$ cat src/rtl/golden_nonce_collector.sv
// golden_nonce_collector
//   Collects golden-nonce hits from NCH parallel hasher channels. Each hit is corrected by the
//   pipeline offset and parked in a per-channel pending register. A round-robin arbiter moves
//   one pending hit per cycle into a 2^DEPTH_LOG2 x 32 FIFO. A drain FSM presents each queued
//   nonce to the TX path as a write_enable pulse WE_CYCLES clocks long, gated by tx_busy.
//
// Ports
//   hash_clk      sole clock
//   rst_n         asynchronous active-low reset
//   job_load      new work: flush pending hits and FIFO, abort the current pulse
//   hit_valid     per-channel one-cycle hit strobe
//   hit_nonce     raw nonce per channel, channel i at [32i+31:32i]
//   tx_busy       TX path busy; blocks starting a pulse and holds the FSM in WAIT
//   nonce_out     corrected nonce currently presented (holds until the next pop)
//   write_enable  nonce_out valid strobe
//   fifo_count    FIFO occupancy
//   drop_flag     sticky; set when a hit is lost because its channel was still pending
//
// Optional feature (macro GNC_DUP_FILTER_EN): remember the last pushed nonce and discard an
// arbitrated hit with the same value instead of queueing it a second time.

module golden_nonce_collector #(
  parameter int unsigned NCH          = 4,
  parameter int unsigned DEPTH_LOG2   = 3,
  parameter int unsigned NONCE_OFFSET = 66,
  parameter int unsigned WE_CYCLES    = 16
) (
  input  logic                  hash_clk,
  input  logic                  rst_n,
  input  logic                  job_load,
  input  logic [NCH-1:0]        hit_valid,
  input  logic [32*NCH-1:0]     hit_nonce,
  input  logic                  tx_busy,
  output logic [31:0]           nonce_out,
  output logic                  write_enable,
  output logic [DEPTH_LOG2:0]   fifo_count,
  output logic                  drop_flag
);

  localparam int unsigned Depth = 1 << DEPTH_LOG2;
  localparam int unsigned PtrW  = (NCH > 1) ? $clog2(NCH) : 1;

  typedef enum logic [1:0] {StIdle, StPulse, StWait} state_e;

  // Capture / arbitration state
  logic [NCH-1:0]        pending_q, pending_d;
  logic [31:0]           pend_nonce_q [NCH];
  logic [31:0]           pend_nonce_d [NCH];
  logic [PtrW-1:0]       rr_ptr_q, rr_ptr_d;
  logic                  drop_q, drop_d;

  // FIFO state
  logic [31:0]           mem_q [Depth];
  logic [DEPTH_LOG2-1:0] wr_ptr_q, wr_ptr_d;
  logic [DEPTH_LOG2-1:0] rd_ptr_q, rd_ptr_d;
  logic [DEPTH_LOG2:0]   count_q, count_d;

  // Drain FSM state
  state_e                state_q, state_d;
  logic                  we_q, we_d;
  logic [31:0]           nonce_out_q, nonce_out_d;
  logic [7:0]            pulse_cnt_q, pulse_cnt_d;

  logic                  gnt_found;
  logic [PtrW-1:0]       gnt_idx;
  logic [PtrW-1:0]       gnt_next;
  logic [31:0]           rr_idx;
  logic [31:0]           gnt_nonce;
  logic                  fifo_full;
  logic                  grant;
  logic                  is_dup;
  logic                  push;
  logic                  pop;

  // Round-robin search: first pending channel at or after rr_ptr_q.
  always_comb begin
    gnt_found = 1'b0;
    gnt_idx   = '0;
    rr_idx    = '0;
    for (int unsigned k = 0; k < NCH; k++) begin
      rr_idx = (32'(rr_ptr_q) + k) % NCH;
      if (!gnt_found && pending_q[rr_idx]) begin
        gnt_found = 1'b1;
        gnt_idx   = rr_idx[PtrW-1:0];
      end
    end
  end

  assign gnt_next  = (gnt_idx == PtrW'(NCH - 1)) ? '0 : gnt_idx + PtrW'(1);
  assign gnt_nonce = pend_nonce_q[gnt_idx];
  assign fifo_full = (count_q == (DEPTH_LOG2 + 1)'(Depth));
  // A full FIFO stalls the arbiter; the pending hit simply waits.
  assign grant     = gnt_found && !fifo_full && !job_load;

`ifdef GNC_DUP_FILTER_EN
  logic [31:0] last_nonce_q;
  logic        last_valid_q;

  assign is_dup = last_valid_q && (last_nonce_q == gnt_nonce);

  always_ff @(posedge hash_clk or negedge rst_n) begin
    if (!rst_n) begin
      last_nonce_q <= '0;
      last_valid_q <= 1'b0;
    end else if (job_load) begin
      last_valid_q <= 1'b0;
    end else if (push) begin
      last_nonce_q <= gnt_nonce;
      last_valid_q <= 1'b1;
    end
  end
`else
  assign is_dup = 1'b0;
`endif

  // A duplicate still consumes the grant (pending cleared, pointer advanced) but is not queued.
  assign push = grant && !is_dup;

  // Capture and pending bookkeeping
  always_comb begin
    pending_d    = pending_q;
    pend_nonce_d = pend_nonce_q;
    rr_ptr_d     = rr_ptr_q;
    drop_d       = drop_q;
    if (job_load) begin
      pending_d = '0;
    end else begin
      if (grant) begin
        pending_d[gnt_idx] = 1'b0;
        rr_ptr_d           = gnt_next;
      end
      // Checked against pending_q: a channel being granted this cycle is still occupied.
      for (int unsigned i = 0; i < NCH; i++) begin
        if (hit_valid[i]) begin
          if (pending_q[i]) begin
            drop_d = 1'b1;
          end else begin
            pending_d[i]    = 1'b1;
            pend_nonce_d[i] = hit_nonce[32*i +: 32] - 32'(NONCE_OFFSET);
          end
        end
      end
    end
  end

  // Drain FSM
  always_comb begin
    state_d     = state_q;
    we_d        = we_q;
    nonce_out_d = nonce_out_q;
    pulse_cnt_d = pulse_cnt_q;
    pop         = 1'b0;
    if (job_load) begin
      state_d     = StIdle;
      we_d        = 1'b0;
      pulse_cnt_d = '0;
    end else begin
      case (state_q)
        StIdle: begin
          if ((count_q != '0) && !tx_busy) begin
            pop         = 1'b1;
            nonce_out_d = mem_q[rd_ptr_q];
            we_d        = 1'b1;
            pulse_cnt_d = '0;
            state_d     = StPulse;
          end
        end
        StPulse: begin
          if (pulse_cnt_q == 8'(WE_CYCLES - 1)) begin
            we_d    = 1'b0;
            state_d = StWait;
          end else begin
            pulse_cnt_d = pulse_cnt_q + 8'd1;
          end
        end
        StWait: begin
          if (!tx_busy) begin
            state_d = StIdle;
          end
        end
        default: state_d = StIdle;
      endcase
    end
  end

  // FIFO pointers and occupancy
  always_comb begin
    wr_ptr_d = wr_ptr_q;
    rd_ptr_d = rd_ptr_q;
    count_d  = count_q;
    if (job_load) begin
      wr_ptr_d = '0;
      rd_ptr_d = '0;
      count_d  = '0;
    end else begin
      if (push) begin
        wr_ptr_d = wr_ptr_q + 1'b1;
      end
      if (pop) begin
        rd_ptr_d = rd_ptr_q + 1'b1;
      end
      case ({push, pop})
        2'b10:   count_d = count_q + 1'b1;
        2'b01:   count_d = count_q - 1'b1;
        default: count_d = count_q;
      endcase
    end
  end

  always_ff @(posedge hash_clk or negedge rst_n) begin
    if (!rst_n) begin
      pending_q    <= '0;
      pend_nonce_q <= '{default: '0};
      rr_ptr_q     <= '0;
      drop_q       <= 1'b0;
      wr_ptr_q     <= '0;
      rd_ptr_q     <= '0;
      count_q      <= '0;
      state_q      <= StIdle;
      we_q         <= 1'b0;
      nonce_out_q  <= '0;
      pulse_cnt_q  <= '0;
    end else begin
      pending_q    <= pending_d;
      pend_nonce_q <= pend_nonce_d;
      rr_ptr_q     <= rr_ptr_d;
      drop_q       <= drop_d;
      wr_ptr_q     <= wr_ptr_d;
      rd_ptr_q     <= rd_ptr_d;
      count_q      <= count_d;
      state_q      <= state_d;
      we_q         <= we_d;
      nonce_out_q  <= nonce_out_d;
      pulse_cnt_q  <= pulse_cnt_d;
    end
  end

  // Storage needs no reset; occupancy tracking guards every read.
  always_ff @(posedge hash_clk) begin
    if (push) begin
      mem_q[wr_ptr_q] <= gnt_nonce;
    end
  end

  assign nonce_out    = nonce_out_q;
  assign write_enable = we_q;
  assign fifo_count   = count_q;
  assign drop_flag    = drop_q;

endmodule

$ cat config.mk
export PLATFORM = sky130hd
export DESIGN_NAME = golden_nonce_collector
export DESIGN_NICKNAME = d
export VERILOG_FILES = /design/src/rtl/golden_nonce_collector.sv
export SDC_FILE = /design/constraint.sdc
export NUM_CORES = 1
export LEC_CHECK = 0
export ABC_AREA = 1
export CAP_MARGIN = 20
export CORE_ASPECT_RATIO = 0.5
export CORE_UTILIZATION = 45
export CTS_CLUSTER_SIZE = 10
export DETAILED_ROUTE_END_ITERATION = 10
export MAX_ROUTING_LAYER = met4
export SLEW_MARGIN = 25
export SYNTH_ARGS = -nofsm -noshare
export SYNTH_HDL_FRONTEND = slang
export SYNTH_SLANG_ARGS = --single-unit
export TNS_END_PERCENT = 50
$ cat constraint.sdc
create_clock -name hash_clk -period 3.9 [get_ports hash_clk]
set_input_delay 0.585 -clock hash_clk [delete_from_list [all_inputs] [get_ports hash_clk]]
set_output_delay 0.585 -clock hash_clk [all_outputs]
set_load 0.01 [all_outputs]
==> results.yml, run 1 <==
die:
  initial_core_util: 0.457
  num_rows: 55
  die_h_um: 154
  ios: 174
  dieArea_um2: 46900
  fp.coreArea_um2: 45300
  die_w_um: 305
routing:
  wl_per_cell_um: 19.8
  drc: 0
  routed_wl_mm: 57.2
  drtPass1Iterations: 5
  via_count: 15725
  drtIter0Drc: 1345
  drtAntennaViolNets: 0
  vias_per_cell: 5.44
clocking:
  htreeDepth: 2
  insertion_delay_ns: 0.60
  path_clk_slew_ns: 0.06
  cts_sinks: 444
  cts_tree: "built"
  cts_post_setup_buffers_inserted: 0
  cts-buffers-inserted: 50
  cts-root-buf: "clkbuf_16"
  clockBufferDepth: 3
final_layout:
  areaGrowthSynthToFinish_pct: 18.8
  drive_above_1_share: 0.0685
  final_cell_mix: "nand2_1 (370), nor2_1 (305), o21ai_0 (276)"
  design_area_um2: 24600
  final_cells: 2891
  layout_commonest_cell: "nand2_1"
  nNetsFinal: 2409
power_and_ir_drop:
  p_leak_nw: 9.56
  totalPowerFinal_w: 0.0209
  ir_drop_uv: 616
  clockPowerShare: 0.208
  p_int_w: 0.0124
  swShare: 0.409
  switchingPower_w: 0.00855
  combPwrFrac: 0.395
  seqPwrFrac: 0.397
  p_per_area_nw_per_um2: 851
yosys:
  synth_nets: 2254
  netlist_instances: 2105
  synth_edf_count: 256
  syn_area_um2: 20700
  synth_top_area_cell: "edfxtp_1"
  synth_area_leaders: "edfxtp_1 (37%), dfrtp_1 (23%), nand2_1 (6.7%), o21ai_0 (6.7%), nor2_1 (5.7%)"
  synth_warnings: 0
  synth_ff_type: "edfxtp_1"
  ys_ff_latch: 444
  syn_avg_cell_area_um2: 9.82
  ys_seq_area_frac: 0.599
  synth.distinct_cells: 54
  synth_top_area_frac: 0.372
  async_flop_share: 0.423
timing:
  timing.final.crit_period_ns: 3.06
  hold_viol: 0
  finalCritPeriodShare: 0.785
  max_freq_mhz: 327
  fin_skew_ns: 0.0365
  finalSetupViolations: 0
  rsz0062_at_grt: "false"
  slew_violations: 0
  slew_headroom: 0.394
  timing.setup.tns_ns: 0
  hold-worst-slack_ns: 0.469
  tightest_slew_ns: 0.902
critical_path:
  crit_path_end_kind: "register"
  critPathBufInv: 2
  path_max_fanout: 64
  crit_family: "compound AO/OA/AOI/OAI gates"
  start_kind: "register"
  criticalPathCategory: "reg -> reg"
  arrival_ns: 3.33
  crit_chain: "inv_4 -> nand2_1 -> nand2_1 -> nand2_1 -> and2_1 -> nand3_2 -> nand3_4 -> inv_4 -> o21ai_0 -> o21ai_1"
  crit_start: "rr_ptr_q[0]$_DFFE_PN0P_"
  cpPeakStageDelay_ns: 0.59
  crit_path_frequent_cell: "nand2_1"
  critical-path-slowest-cell: "o21ai_1"
  r2r-start: "rr_ptr_q[0]$_DFFE_PN0P_"
  required_ns: 4.17
global_route:
  grt_pass1_wl_mm: 88.7
  grt_use_total: 0.253
  grt_max_degree: 89
  antenna_found_initial: 0
  grt_remaining_overflow: 0
  first_global_vias: 14954
hold_path:
  worstHoldStart: "pend_nonce_q[32]$_DFFE_PN0P_"
  hp-class: "reg -> reg"
placement:
  port_buffers: 173
  dp_hpwl_mm: 37.8
  dp_cells: 2805
  place_area_um2: 23100
  gp_congestion: 0.894
flow_run:
  cap_violations: 0
outcome:
  outcome: "complete, no violations"
==> area by class of cell <==
type / instances / area [um^2]
fillers: 4081 / 20700
flip-flops and latches: 444 / 12400
multi-input cells: 1422 / 7390
repair buffers: 206 / 2040
clock buffers: 80 / 1370
well taps: 598 / 748
inverters: 136 / 515
clock inverters: 4 / 106
diodes: 1 / 2.50
==> cell families after synthesis <==
| kind of cell | synth area share |
|---|---|
| buf+inv | 0.0471 |
| xor+xnor | 0.0390 |
| compound gates | 0.131 |
| flops | 0.599 |
| simple gates | 0.176 |
| fa+ha+maj | 0.00787 |
==> path summary, 6_finish.rpt <==
check	to	slack [ns]	cells past startpoint
setup / recovery	mem_q[1][9]$_DFFE_PP_	0.84	10
hold reg to reg	pend_nonce_q[32]$_DFFE_PN0P_	0.47	2
setup reg to reg	mem_q[1][9]$_DFFE_PP_	0.84	10
max in group asynchronous	rr_ptr_q[0]$_DFFE_PN0P_	2.40	3
min in group asynchronous	nonce_out[22]$_DFFE_PN0P_	0.54	2
hold / removal	pend_nonce_q[32]$_DFFE_PN0P_	0.47	2
==> flip-flops by register name, summed over array words and instances, names as in the netlist <==
register	count
rr_ptr_q	2
pulse_cnt_q	8
pend_nonce_q	128
write_enable	1
state_q	2
pending_q	4
fifo_count	4
wr_ptr_q	3
nonce_out	32
rd_ptr_q	3
drop_flag	1
mem_q	256
==> cell usage after synthesis, types with 3 or more instances <==
cell type / n
nor4_1: 6
a22oi_1: 5
o21ai_1: 28
xnor2_1: 31
inv_1: 123
o211ai_2: 6
nand3_1: 76
buf_6: 6
xor2_1: 61
o22ai_1: 3
nor3_2: 8
nor2_1: 314
a21oi_1: 17
buf_2: 18
o221ai_1: 64
edfxtp_1: 256
ha_1: 13
nor3_1: 20
o211ai_1: 23
nor2_2: 6
o21ai_2: 4
nand2_2: 5
or2_2: 8
a31oi_1: 17
or2_0: 22
nand2_1: 370
inv_2: 9
dfrtp_1: 188
nand4_1: 16
clkbuf_1: 76
o21ai_0: 276
==> worst reg2reg max path: stages (launching register included) <==
cell and delay, ns:
dfrtp_1 0.49, inv_4 0.14, nand2_1 0.06, nand2_1 0.13, nand2_1 0.06, and2_1 0.18, nand3_2 0.17, nand3_4 0.13
inv_4 0.49, o21ai_0 0.34, o21ai_1 0.59
==> layer usage <==
layer | global-route usage | up-vias | wire length, um
met2 | 0.375 | 453 | 25300
met3 | 0.0325 | 72 | 3260
met4 | 0.0512 | 0 | 924
met5 | - | - | 0
met1 | 0.374 | 7633 | 27700
li1 | - | 7567 | -
==> metrics by stage <==
step                       util  worst slack [ns]
after floorplan               -             0.607
after global placement    0.510             0.931
after detailed placement  0.510             0.893
after CTS                 0.542             0.881
after global routing      0.542             0.687
final                     0.542             0.838
==> power by group through the flow <==
stage / sequential [W] / clock (W) / combinational, W
floorplan: 0.00820 / 0 / 0.00484
global route: 0.00842 / 0.00462 / 0.00898
CTS: 0.00829 / 0.00441 / 0.00818
global placement: 0.00836 / 0 / 0.00806
finish: 0.00830 / 0.00434 / 0.00826
detailed placement: 0.00838 / 0 / 0.00815
==> what timing repair did <==
action                                  in CTS  in global routing
hold buffers                                 1                  0
gates resized for setup                      0                  0
hold endpoints to repair                     9                  0
endpoints found under the setup margin       0                  0
(Power assumes the default switching activity.)
==> run 2: changes to the inputs <==
- PLACE_DENSITY: default -> 0.67
- clock period: 3.9 -> 2.5 ns (I/O delays scaled with it)
==> run 2 against run 1 <==
The flow now finishes with violations (setup timing). Routed wire length increased by 3.6%. Count of clock-buffer cells in the layout rose by 2. Die area stayed put. Sequential cell count unchanged. Utilization grew 2.7 points. Clock skew fell by 0.0075 ns. Maximum frequency up 19%. Largest power group is now combinational logic.
==> results.yml, run 2 (synthesis gave the netlist of run 1 again) <==
critical_path:
  arrival_ns: 2.90
  start_kind: "register"
  crit_path_end_kind: "register"
  cpPeakStageDelay_ns: 0.47
  required_ns: 2.82
  path_max_fanout: 9
  critical-path-slowest-cell: "dfrtp_2"
  criticalPathCategory: "reg -> reg"
  critPathBufInv: 4
  crit_family: "compound AO/OA/AOI/OAI gates"
  crit_chain: "buf_6 -> o21ai_2 -> o21ai_4 -> o21bai_4 -> or2_4 -> nand3_4 -> buf_12 -> buf_8 -> o211ai_1 -> o21ai_1 -> buf_4"
timing:
  finalCritPeriodShare: 1.03
  finalSetupViolations: 48
  tightest_slew_ns: 0.732
  timing.final.crit_period_ns: 2.58
  rsz0062_at_grt: "true"
  fin_skew_ns: 0.0290
  slew_headroom: 0.512
  max_freq_mhz: 388
  slew_violations: 0
  hold_viol: 0
  hold-worst-slack_ns: 0.268
  finalWorstSetupSlack_ns: -0.0775
  timing.setup.tns_ns: -1.87
hold_path:
  hp-class: "in -> async"
die:
  die_h_um: 154
  fp.coreArea_um2: 45300
  num_rows: 55
  initial_core_util: 0.457
  ios: 174
  die_w_um: 305
  dieArea_um2: 46900
outcome:
  outcome: "complete, but fails checks"
  violations: "setup timing"
global_route:
  grt_max_degree: 113
  use_met3: 0.0323
  met2_usage: 0.388
  grt_use_met1: 0.363
  grt_use_total: 0.254
  top_usage_layer: "met2"
  first_global_vias: 15597
  antenna_found_initial: 0
  grt_pass1_wl_mm: 89.3
  grt_remaining_overflow: 0
final_layout:
  drive_above_1_share: 0.122
  areaGrowthSynthToFinish_pct: 24.8
  fin_util: 0.570
  final_cell_mix: "nand2_1 (337), nor2_1 (304), o21ai_0 (267)"
  largest_register: "mem_q"
  layout_commonest_cell: "nand2_1"
  fillCellCount: 3837
  nNetsFinal: 2500
  largest_reg_flops: 256
  design_area_um2: 25800
routing:
  drc: 0
  drtIter0Drc: 1741
  routed_wl_mm: 59.2
  vias_per_cell: 5.51
  via_count: 16441
  drtAntennaViolNets: 0
  drtPass1Iterations: 5
  wl_per_cell_um: 19.9
clocking:
  cts_tree: "built"
  cts-buffers-inserted: 50
  insertion_delay_ns: 0.59
  htreeDepth: 2
  clockBufferDepth: 3
  cts-root-buf: "clkbuf_16"
  path_clk_slew_ns: 0.06
  cts_sinks: 444
placement:
  dp_hpwl_mm: 39.6
  gp_congestion: 0.940
  place_area_um2: 23800
  port_buffers: 173
power_and_ir_drop:
  ir_drop_uv: 816
  totalPowerFinal_w: 0.0352
  p_per_area_nw_per_um2: 1360
  p_leak_nw: 10.2
flow_run:
  cap_violations: 0
==> run 2: cell types whose count changed in the layout (fill, tap and decap cells not counted), sizes merged <==
cell / change
inv: -1
clkbuf: +6
buf: +86
bufinv: -1
clkinv: +3
==> run 2: power breakdown <==
| part | leakage [nW] | total, W | switching [W] | internal, W |
|---|---|---|---|---|
| Combinational | 4.80 | 0.0157 | 0.0101 | 0.00555 |
| Clock | 0.688 | 0.00657 | 0.00283 | 0.00374 |
| Sequential | 4.67 | 0.0129 | 0.000892 | 0.0120 |
==> run 2: repair_timing <==
item | CTS | global route
gates cloned | 0 | 7
pin swaps | 0 | 25
endpoints found under the setup margin | 77 | 402
setup buffers | 0 | 13
hold buffers | 1 | 0
resized for setup | 13 | 79
endpoints found under the hold margin | 33 | 0
==> run 2: final cells by class <==
type | count | area (um^2) | share of cell area
antenna | 1 | 2.50 | 0.0000970
clock buffer | 82 | 1370 | 0.0532
clock inverter | 4 | 81.3 | 0.00315
inverter | 136 | 531 | 0.0206
multi-input combinational | 1422 | 7540 | 0.292
sequential | 444 | 12400 | 0.481
tap | 598 | 748 | 0.0290
timing repair buffer | 296 | 3110 | 0.121
timing repair inverter | 1 | 11.3 | 0.000437
==> run 2: final timing paths <==
check | startpoint | endpoint | slack (ns) | depth (start not counted)
worst min-delay path | rst_n | nonce_out[19]$_DFFE_PN0P_ | 0.27 | 2
worst min register to register | pend_nonce_q[32]$_DFFE_PN0P_ | pend_nonce_q[32]$_DFFE_PN0P_ | 0.47 | 2
worst max register to register | rr_ptr_q[0]$_DFFE_PN0P_ | mem_q[6][5]$_DFFE_PP_ | -0.08 | 11
max in group asynchronous | rst_n | rd_ptr_q[0]$_DFFE_PN0P_ | 1.44 | 3
worst max-delay path | rr_ptr_q[0]$_DFFE_PN0P_ | mem_q[6][5]$_DFFE_PP_ | -0.08 | 11
min in group hash_clk | hit_nonce[41] | pend_nonce_q[73]$_DFFE_PN0P_ | 0.43 | 3
==> run 2: worst reg2reg max path: stages, from the launching register on <==
cell and delay [ns]:
dfrtp_2 0.47, buf_6 0.16, o21ai_2 0.17, o21ai_4 0.09
o21bai_4 0.15, or2_4 0.14, nand3_4 0.15, buf_12 0.19
buf_8 0.13, o211ai_1 0.34, o21ai_1 0.13, buf_4 0.19
==> run 2: per-stage QoR <==
step	instances	setup slack (ns)
after floorplan	2105	-0.256
after global placement	2876	-0.179
after detailed placement	2876	-0.216
after CTS	2963	0.0113
after global routing	2983	-0.160
final	2984	-0.0775
==> run 2: routing by layer <==
metal	up-vias	share of wire
met5	-	0
met4	0	0.020
met3	88	0.082
met2	669	0.45
met1	7921	0.44
li1	7763	-
